`config.mk`:
```
export PLATFORM = sky130hd
export DESIGN_NAME = des_key_schedule
export DESIGN_NICKNAME = d
export VERILOG_FILES = /design/src/rtl/des_key_schedule.sv
export SDC_FILE = /design/constraint.sdc
export NUM_CORES = 1
export LEC_CHECK = 0
export CAP_MARGIN = 20
export CELL_PAD_IN_SITES_DETAIL_PLACEMENT = 2
export CELL_PAD_IN_SITES_GLOBAL_PLACEMENT = 2
export CORE_AREA = 3 3 323 325
export DETAILED_ROUTE_END_ITERATION = 10
export DIE_AREA = 0 0 326 328
export GPL_TIMING_DRIVEN = 0
export PLACE_DENSITY = 0.63
export SKIP_LAST_GASP = 1
export SLEW_MARGIN = 20
export SYNTH_ARGS = -nofsm -noshare
export SYNTH_HDL_FRONTEND = slang
export SYNTH_SLANG_ARGS = --single-unit
```
`constraint.sdc`:
```
create_clock -name clk -period 40.7 [get_ports clk]
set_clock_uncertainty 0.2 [all_clocks]
set_input_delay 12.21 -clock clk [delete_from_list [all_inputs] [get_ports clk]]
set_output_delay 12.21 -clock clk [all_outputs]
set_load 0.005 [all_outputs]
```
`src/rtl/des_key_schedule.sv`:
```
// des_key_schedule: iterative DES subkey generator (K1..K16), 1 or 2 rounds per clock.
// Optional weak-key flag is compiled in with `define DES_WEAKKEY_CHECK_EN.
module des_key_schedule #(
    parameter int ROUNDS_PER_CYCLE = 1
) (
    input  logic        clk,
    input  logic        rst,
    input  logic        start,
    input  logic [63:0] key_in,
    output logic        busy,
    output logic        keys_valid,
    output logic [47:0] key00,
    output logic [47:0] key01,
    output logic [47:0] key02,
    output logic [47:0] key03,
    output logic [47:0] key04,
    output logic [47:0] key05,
    output logic [47:0] key06,
    output logic [47:0] key07,
    output logic [47:0] key08,
    output logic [47:0] key09,
    output logic [47:0] key10,
    output logic [47:0] key11,
    output logic [47:0] key12,
    output logic [47:0] key13,
    output logic [47:0] key14,
    output logic [47:0] key15
`ifdef DES_WEAKKEY_CHECK_EN
    ,
    output logic        weak_key
`endif
);
    if (ROUNDS_PER_CYCLE != 1 && ROUNDS_PER_CYCLE != 2) begin : g_bad_rpc
        $error("des_key_schedule: ROUNDS_PER_CYCLE must be 1 or 2");
    end

    typedef enum logic [1:0] {IDLE, LOAD, ROUND, DONE} state_t;

    // Tables use DES numbering: entry = 1-based source bit, bit 1 is the MSB.
    localparam int PC1_T [56] = '{
        57, 49, 41, 33, 25, 17,  9,  1, 58, 50, 42, 34, 26, 18,
        10,  2, 59, 51, 43, 35, 27, 19, 11,  3, 60, 52, 44, 36,
        63, 55, 47, 39, 31, 23, 15,  7, 62, 54, 46, 38, 30, 22,
        14,  6, 61, 53, 45, 37, 29, 21, 13,  5, 28, 20, 12,  4};
    localparam int PC2_T [48] = '{
        14, 17, 11, 24,  1,  5,  3, 28, 15,  6, 21, 10,
        23, 19, 12,  4, 26,  8, 16,  7, 27, 20, 13,  2,
        41, 52, 31, 37, 47, 55, 30, 40, 51, 45, 33, 48,
        44, 49, 39, 56, 34, 53, 46, 42, 50, 36, 29, 32};
    localparam logic [3:0] RSTEP  = 4'(ROUNDS_PER_CYCLE);
    localparam logic [3:0] LAST_R = 4'(16 - ROUNDS_PER_CYCLE);

    function automatic logic [55:0] pc1(input logic [63:0] k);
        logic [55:0] o;
        o = '0;
        for (int i = 0; i < 56; i++) o[6'(55 - i)] = k[6'(64 - PC1_T[i])];
        return o;
    endfunction

    function automatic logic [47:0] pc2(input logic [55:0] cd);
        logic [47:0] o;
        o = '0;
        for (int i = 0; i < 48; i++) o[6'(47 - i)] = cd[6'(56 - PC2_T[i])];
        return o;
    endfunction

    // Rounds 0,1,8,15 rotate by one; all others by two.
    function automatic logic [27:0] rotl(input logic [27:0] x, input logic [3:0] r);
        if (r == 4'd0 || r == 4'd1 || r == 4'd8 || r == 4'd15) return {x[26:0], x[27]};
        return {x[25:0], x[27:26]};
    endfunction

    state_t             state_q, state_d;
    logic [63:0]        kin_q, kin_d;
    logic [27:0]        c_q, c_d, d_q, d_d;
    logic [3:0]         rnd_q, rnd_d, r1;
    logic               busy_q, busy_d, kv_q, kv_d;
    logic [15:0][47:0]  keys_q, keys_d;
    logic [27:0]        c1, d1, c2, d2;
    logic [47:0]        k1, k2;
    logic [55:0]        pc1_kin;
`ifdef DES_WEAKKEY_CHECK_EN
    logic               weak_q, weak_d;
`endif

    always_comb begin
        state_d = state_q;
        kin_d   = kin_q;
        c_d     = c_q;
        d_d     = d_q;
        rnd_d   = rnd_q;
        busy_d  = busy_q;
        kv_d    = kv_q;
        keys_d  = keys_q;
`ifdef DES_WEAKKEY_CHECK_EN
        weak_d  = weak_q;
`endif
        pc1_kin = pc1(kin_q);
        r1      = rnd_q + 4'd1;
        c1      = rotl(c_q, rnd_q);
        d1      = rotl(d_q, rnd_q);
        c2      = rotl(c1, r1);
        d2      = rotl(d1, r1);
        k1      = pc2({c1, d1});
        k2      = pc2({c2, d2});
        case (state_q)
            IDLE: if (start) begin
                state_d = LOAD;
                kin_d   = key_in;
                kv_d    = 1'b0;
            end
            LOAD: begin
                c_d     = pc1_kin[55:28];
                d_d     = pc1_kin[27:0];
                rnd_d   = 4'd0;
                busy_d  = 1'b1;
                state_d = ROUND;
`ifdef DES_WEAKKEY_CHECK_EN
                weak_d  = (pc1_kin[55:28] == '0 || pc1_kin[55:28] == '1) &&
                          (pc1_kin[27:0]  == '0 || pc1_kin[27:0]  == '1);
`endif
            end
            ROUND: begin
                keys_d[rnd_q] = k1;
                if (ROUNDS_PER_CYCLE == 2) begin
                    keys_d[r1] = k2;
                    c_d = c2;
                    d_d = d2;
                end else begin
                    c_d = c1;
                    d_d = d1;
                end
                if (rnd_q == LAST_R) begin
                    rnd_d   = 4'd0;
                    state_d = DONE;
                end else begin
                    rnd_d   = rnd_q + RSTEP;
                end
            end
            DONE: begin
                kv_d    = 1'b1;
                busy_d  = 1'b0;
                state_d = IDLE;
            end
            default: state_d = IDLE;
        endcase
    end

    always_ff @(posedge clk or posedge rst) begin
        if (rst) begin
            state_q <= IDLE;
            kin_q   <= '0;
            c_q     <= '0;
            d_q     <= '0;
            rnd_q   <= '0;
            busy_q  <= 1'b0;
            kv_q    <= 1'b0;
            keys_q  <= '0;
`ifdef DES_WEAKKEY_CHECK_EN
            weak_q  <= 1'b0;
`endif
        end else begin
            state_q <= state_d;
            kin_q   <= kin_d;
            c_q     <= c_d;
            d_q     <= d_d;
            rnd_q   <= rnd_d;
            busy_q  <= busy_d;
            kv_q    <= kv_d;
            keys_q  <= keys_d;
`ifdef DES_WEAKKEY_CHECK_EN
            weak_q  <= weak_d;
`endif
        end
    end

    assign busy       = busy_q;
    assign keys_valid = kv_q;
    assign key00 = keys_q[0];
    assign key01 = keys_q[1];
    assign key02 = keys_q[2];
    assign key03 = keys_q[3];
    assign key04 = keys_q[4];
    assign key05 = keys_q[5];
    assign key06 = keys_q[6];
    assign key07 = keys_q[7];
    assign key08 = keys_q[8];
    assign key09 = keys_q[9];
    assign key10 = keys_q[10];
    assign key11 = keys_q[11];
    assign key12 = keys_q[12];
    assign key13 = keys_q[13];
    assign key14 = keys_q[14];
    assign key15 = keys_q[15];
`ifdef DES_WEAKKEY_CHECK_EN
    assign weak_key = weak_q;
`endif

endmodule

```
# == Yosys cells after proc, flatten, opt, wreduce, memory -nomap -nowiden ==
# Index checks and enable logic that the tools add are counted.
# op_classes
mux,18
n_eq_ne,8
n_reduce_logical,12
n_lt_le_gt_ge,2
n_addsub,1
n_mul,0
bitwise,0
shift,0
div,0
# ops
operator,count
$bwmux W768,1
$demux W48 S4,1
$mux W28,4
$pmux W28 S2,2
$mux W48,1
$eq A4 B4 Y1 const B,2
$pmux W2 S4,1
$pmux W4 S2,1
$reduce_and A2 Y1,3
$reduce_bool A2 Y1,3
$lt A4 B5 Y1 const B,1
$add A4 B1 Y4 const B,1
$eq A2 B2 Y1 const B,2
$eq A4 B1 Y1 const B,1
$ge A4 B1 Y1 const B,1
$logic_not A4 Y1,1
$mux W2,2
$mux W4,1
$ne A2 B2 Y1 const B,2
$pmux W1 S2,2
$logic_or A1 B1 Y1,3
$eq A2 B1 Y1 const B,1
$logic_not A2 Y1,1
$mux W1,2
$logic_and A1 B1 Y1,1
# word_totals
romBits,0
mem_count,0
register_bits,861
ramBits,0
output_inout_bits,770
input_bits,67
latch_bits,0
elab_cells,64

# == Longest topological paths before layout ==
# logic_depth
word_depth,7
ltp_mapped,9
ltp_nobuf,6

# == Worst setup path after synthesis ==
# No wires, ideal clock.
# synth_path
kind,input-to-reg
start,input port start
end,register kin_q[10]
setup_slack_ps,27269
t_required_ps,40375
setup_time_ps,125
arrival_ps,13107
stages,3
path_buffers,1
cell_sequence,nand2_1 clkbuf_1 mux2_2
# synth_via
elab_chain_len,1
# synth_lines
element,line_no,rtl
start: declaration,8,"input logic start,"
$reduce_and A2 Y1 (no line),--,
end signal: assignment,164,kin_q <= kin_d;
end: declaration,74,"logic [63:0] kin_q, kin_d;"
# No other way between the ends.
# A chain may end at the register's enable or synchronous reset.

# == Worst setup path in the final report ==
# layout_path
start,register keys_q (netlist bit key01[22])
end,output port key01[22]
# layout_rtl
element,line_no,rtl
start: declaration,78,"logic [15:0][47:0] keys_q, keys_d;"
start signal: assignment,170,keys_q <= keys_d;
end: declaration,13,"output logic [47:0] key01,"
# No word-level cell between the ends.

==> out/metrics.yaml <==
run_status:
  status: "finished, final reports clean"
sta:
  hold_viol: 0
  grt_setup_unrepaired: "no"
  post-route-min-period_ps: 14120
  setup_viol: 0
  final.setup.worst_slack_ps: 26580
  tns_ps: 0
  tightest_slew_ps: 1101
  relSlewSlack_pct: 26.57
  fmax_mhz: 70.82
  period_share_pct: 34.69
  slew_violations: 0
grt:
  grt_max_degree: 95
  gr-total-overflow: 0
  grt_util_all_layers_pct: 17.72
  antenna_found_initial: 12
  grt_pass1_wl_mm: 138.0
  grt_pass1_vias: 18540
die:
  num_rows: 117
  die_height_microns: 328
  start_util_pct: 20.92
  pin_count: 837
  dieArea_sq_mm: 0.1069
  core_region_area_sq_mm: 0.1017
  die_w_microns: 326
yosys:
  synthFlopType: "dfrtp_1"
  yosysTopAreaCell: "dfrtp_1"
  avgSynthCellArea_sq_um: 10.50
  synth.ff_latch_count: 496
  yosysSeqAreaShare_pct: 58.31
  synthArstFlopShare_pct: 100.0
  yosys.area.top_type_share_pct: 58.31
  synth.most_common_cell: "dfrtp_1"
  synth_cell_types: 30
  synth_edf_count: 0
  synth_area_leaders: "dfrtp_1, buf_4, o21ai_0"
  yosys_warnings: 0
  syn_inst: 2028
  synth_area_sq_mm: 0.02129
  synth_commonest_cells: "dfrtp_1, buf_4, nand2_1"
clock_network:
  clock_path_buffers: 3
  ctsResizeCount: 0
  ctsRootBufferMaster: "clkbuf_16"
  htree_levels: 2
  ctsHoldBuffers: 0
  clock_latency_ps: 660
  clk_pin_slew_ps: 60
  cts_setup_buffers: 0
  clock_sinks: 496
  cts_buffers: 60
  cts_tree: "built"
pwr:
  power.density_mw_per_mm2: 56.28
  power_leakage_nw: 14.59
  irDropWorstVdd_uv: 35.99
worst_setup_path:
  crit_path_max_fanout: 2
  crit_chain: "clkdlybuf4s50_1"
  crit_required_ps: 28290
  cp-start-kind: "flop"
  path_buf_inv: 1
  max_stage_delay_ps: 710
  path_class: "flop to primary output"
  cp_slowest_cell: "clkdlybuf4s50_1"
  end_kind: "primary output"
  reg2reg_depth: 8
  arrival_ps: 1710
  crit_family: "buffers and inverters"
  cp.depth: 1
detailed_routing:
  drt-pass1-iter-count: 5
  routed_wl_mm: 97.87
  avgViaCountPerCell: 3.984
  drc: 0
  drt_iter0_markers: 848
  vias: 17170
  wire_per_inst_microns: 22.71
  drtAntennaViolNets: 0
flow_run:
  maxCapViolCount: 0
layout:
  synthToLayoutAreaGrowth_pct: 45.90
  drive_gt1_share_pct: 19.95
  seqCellArea_sq_mm: 0.01241
  nFillCells: 11280
  fin_nets: 2964
  layoutNonFillerInstCount: 4310
  multi_input_area_sq_mm: 0.006860
place:
  place_hpwl_mm: 73.09
  place_ws_ps: 26190
  placed_cells: 4193
  io_buffers: 436
  gp_congestion: 0.7314
worst_hold_path:
  whs_path_depth: 2
  hp-class: "flop to flop"
## cell usage in the layout (no fill, tap or decap), drive strengths merged, types with 4 or more instances in the layout
| cell | netlist | final |
|---|---|---|
| clkinv | 1 | 18 |
| o22ai | 40 | 40 |
| buf | 393 | 404 |
| mux2i | 57 | 57 |
| nand2 | 295 | 295 |
| nand4 | 5 | 5 |
| a31oi | 8 | 8 |
| diode | 0 | 5 |
| mux2 | 62 | 62 |
| dfrtp | 496 | 496 |
| ha | 9 | 9 |
| inv | 45 | 45 |
| nand3 | 14 | 14 |
| clkdlybuf4s50 | 0 | 436 |
| clkbuf | 84 | 169 |
| a21oi | 94 | 94 |
| bufinv | 0 | 6 |
| nor3 | 4 | 4 |
| nor2 | 89 | 89 |
| nor2b | 20 | 20 |
| conb | 1 | 352 |
| o21ai | 307 | 307 |
## registers in the layout, indices dropped and copies added (netlist names)
register	count
kin_q	16
key05	26
key13	26
key06	26
key12	26
key15	26
c_q	28
d_q	28
key10	26
rnd_q	4
key01	26
busy	1
state_q	2
key08	26
keys_valid	1
key00	26
key07	26
key11	26
key02	26
key04	26
key14	26
key09	26
key03	26
## report_power, final
group          leakage [nW]  internal (W)  total (W)  switching, W
Clock                  1.01      0.000334   0.000567      0.000233
Sequential             6.74      0.000563   0.000628     0.0000646
Combinational          6.84      0.000215   0.000553      0.000338
## routing by layer
metal | track usage [%] | share of wire (%)
met5 | 0 | 0.053
met4 | 5.440 | 2.9
met3 | 3.627 | 5.3
met2 | 31.32 | 51
met1 | 21.61 | 41
## final timing paths
kind                                       startpoint               endpoint  slack (ps)
worst max-delay path            key01[22]$_DFFE_PP0P_              key01[22]       26580
worst min-delay path             key04[4]$_DFFE_PP0P_   key04[4]$_DFFE_PP0P_         280
worst max register to register   rnd_q[0]$_DFFE_PP0P_  key11[11]$_DFFE_PP0P_       37160
worst min register to register   key04[4]$_DFFE_PP0P_   key04[4]$_DFFE_PP0P_         280
max in group asynchronous                         rst   key12[4]$_DFFE_PP0P_       26890
min in group asynchronous                         rst  key06[20]$_DFFE_PP0P_       11720
## area by class of cell
| type | instances | share of cell area (%) |
|---|---|---|
| flip-flops and latches | 496 | 39.97 |
| multi-input cells | 1360 | 22.09 |
| repair buffers | 447 | 14.78 |
| plain buffers | 477 | 10.35 |
| clock buffers | 85 | 5.560 |
| well taps | 1368 | 5.512 |
| clock inverters | 26 | 1.124 |
| inverters | 46 | 0.5802 |
| diodes | 5 | 0.04029 |
## logic make-up after synthesis
logic type | synth area share, %
buffers and inverters | 15.88
flip-flops | 58.31
AO/OA/AOI/OAI | 10.98
AND/OR/NAND/NOR | 8.053
multiplexers | 6.231
adder cells (fa/ha/maj) | 0.5290
other | 0.01762
## through the flow
stage | util (%) | hold slack [ps] | area, sq um | power, W
2_1_floorplan | - | 256.6 | 22600 | 0.0008669
3_3_place_gp | 28.19 | 260.5 | 28680 | 0.001178
3_5_place_dp | 28.46 | 269.0 | 28960 | 0.001200
4_1_cts | 30.50 | 279.7 | 31030 | 0.001780
5_1_grt | 30.51 | 303.0 | 31040 | 0.001843
6_report | 30.52 | 278.3 | 31050 | 0.001748
No activity file was read; power rests on OpenSTA's default activity.
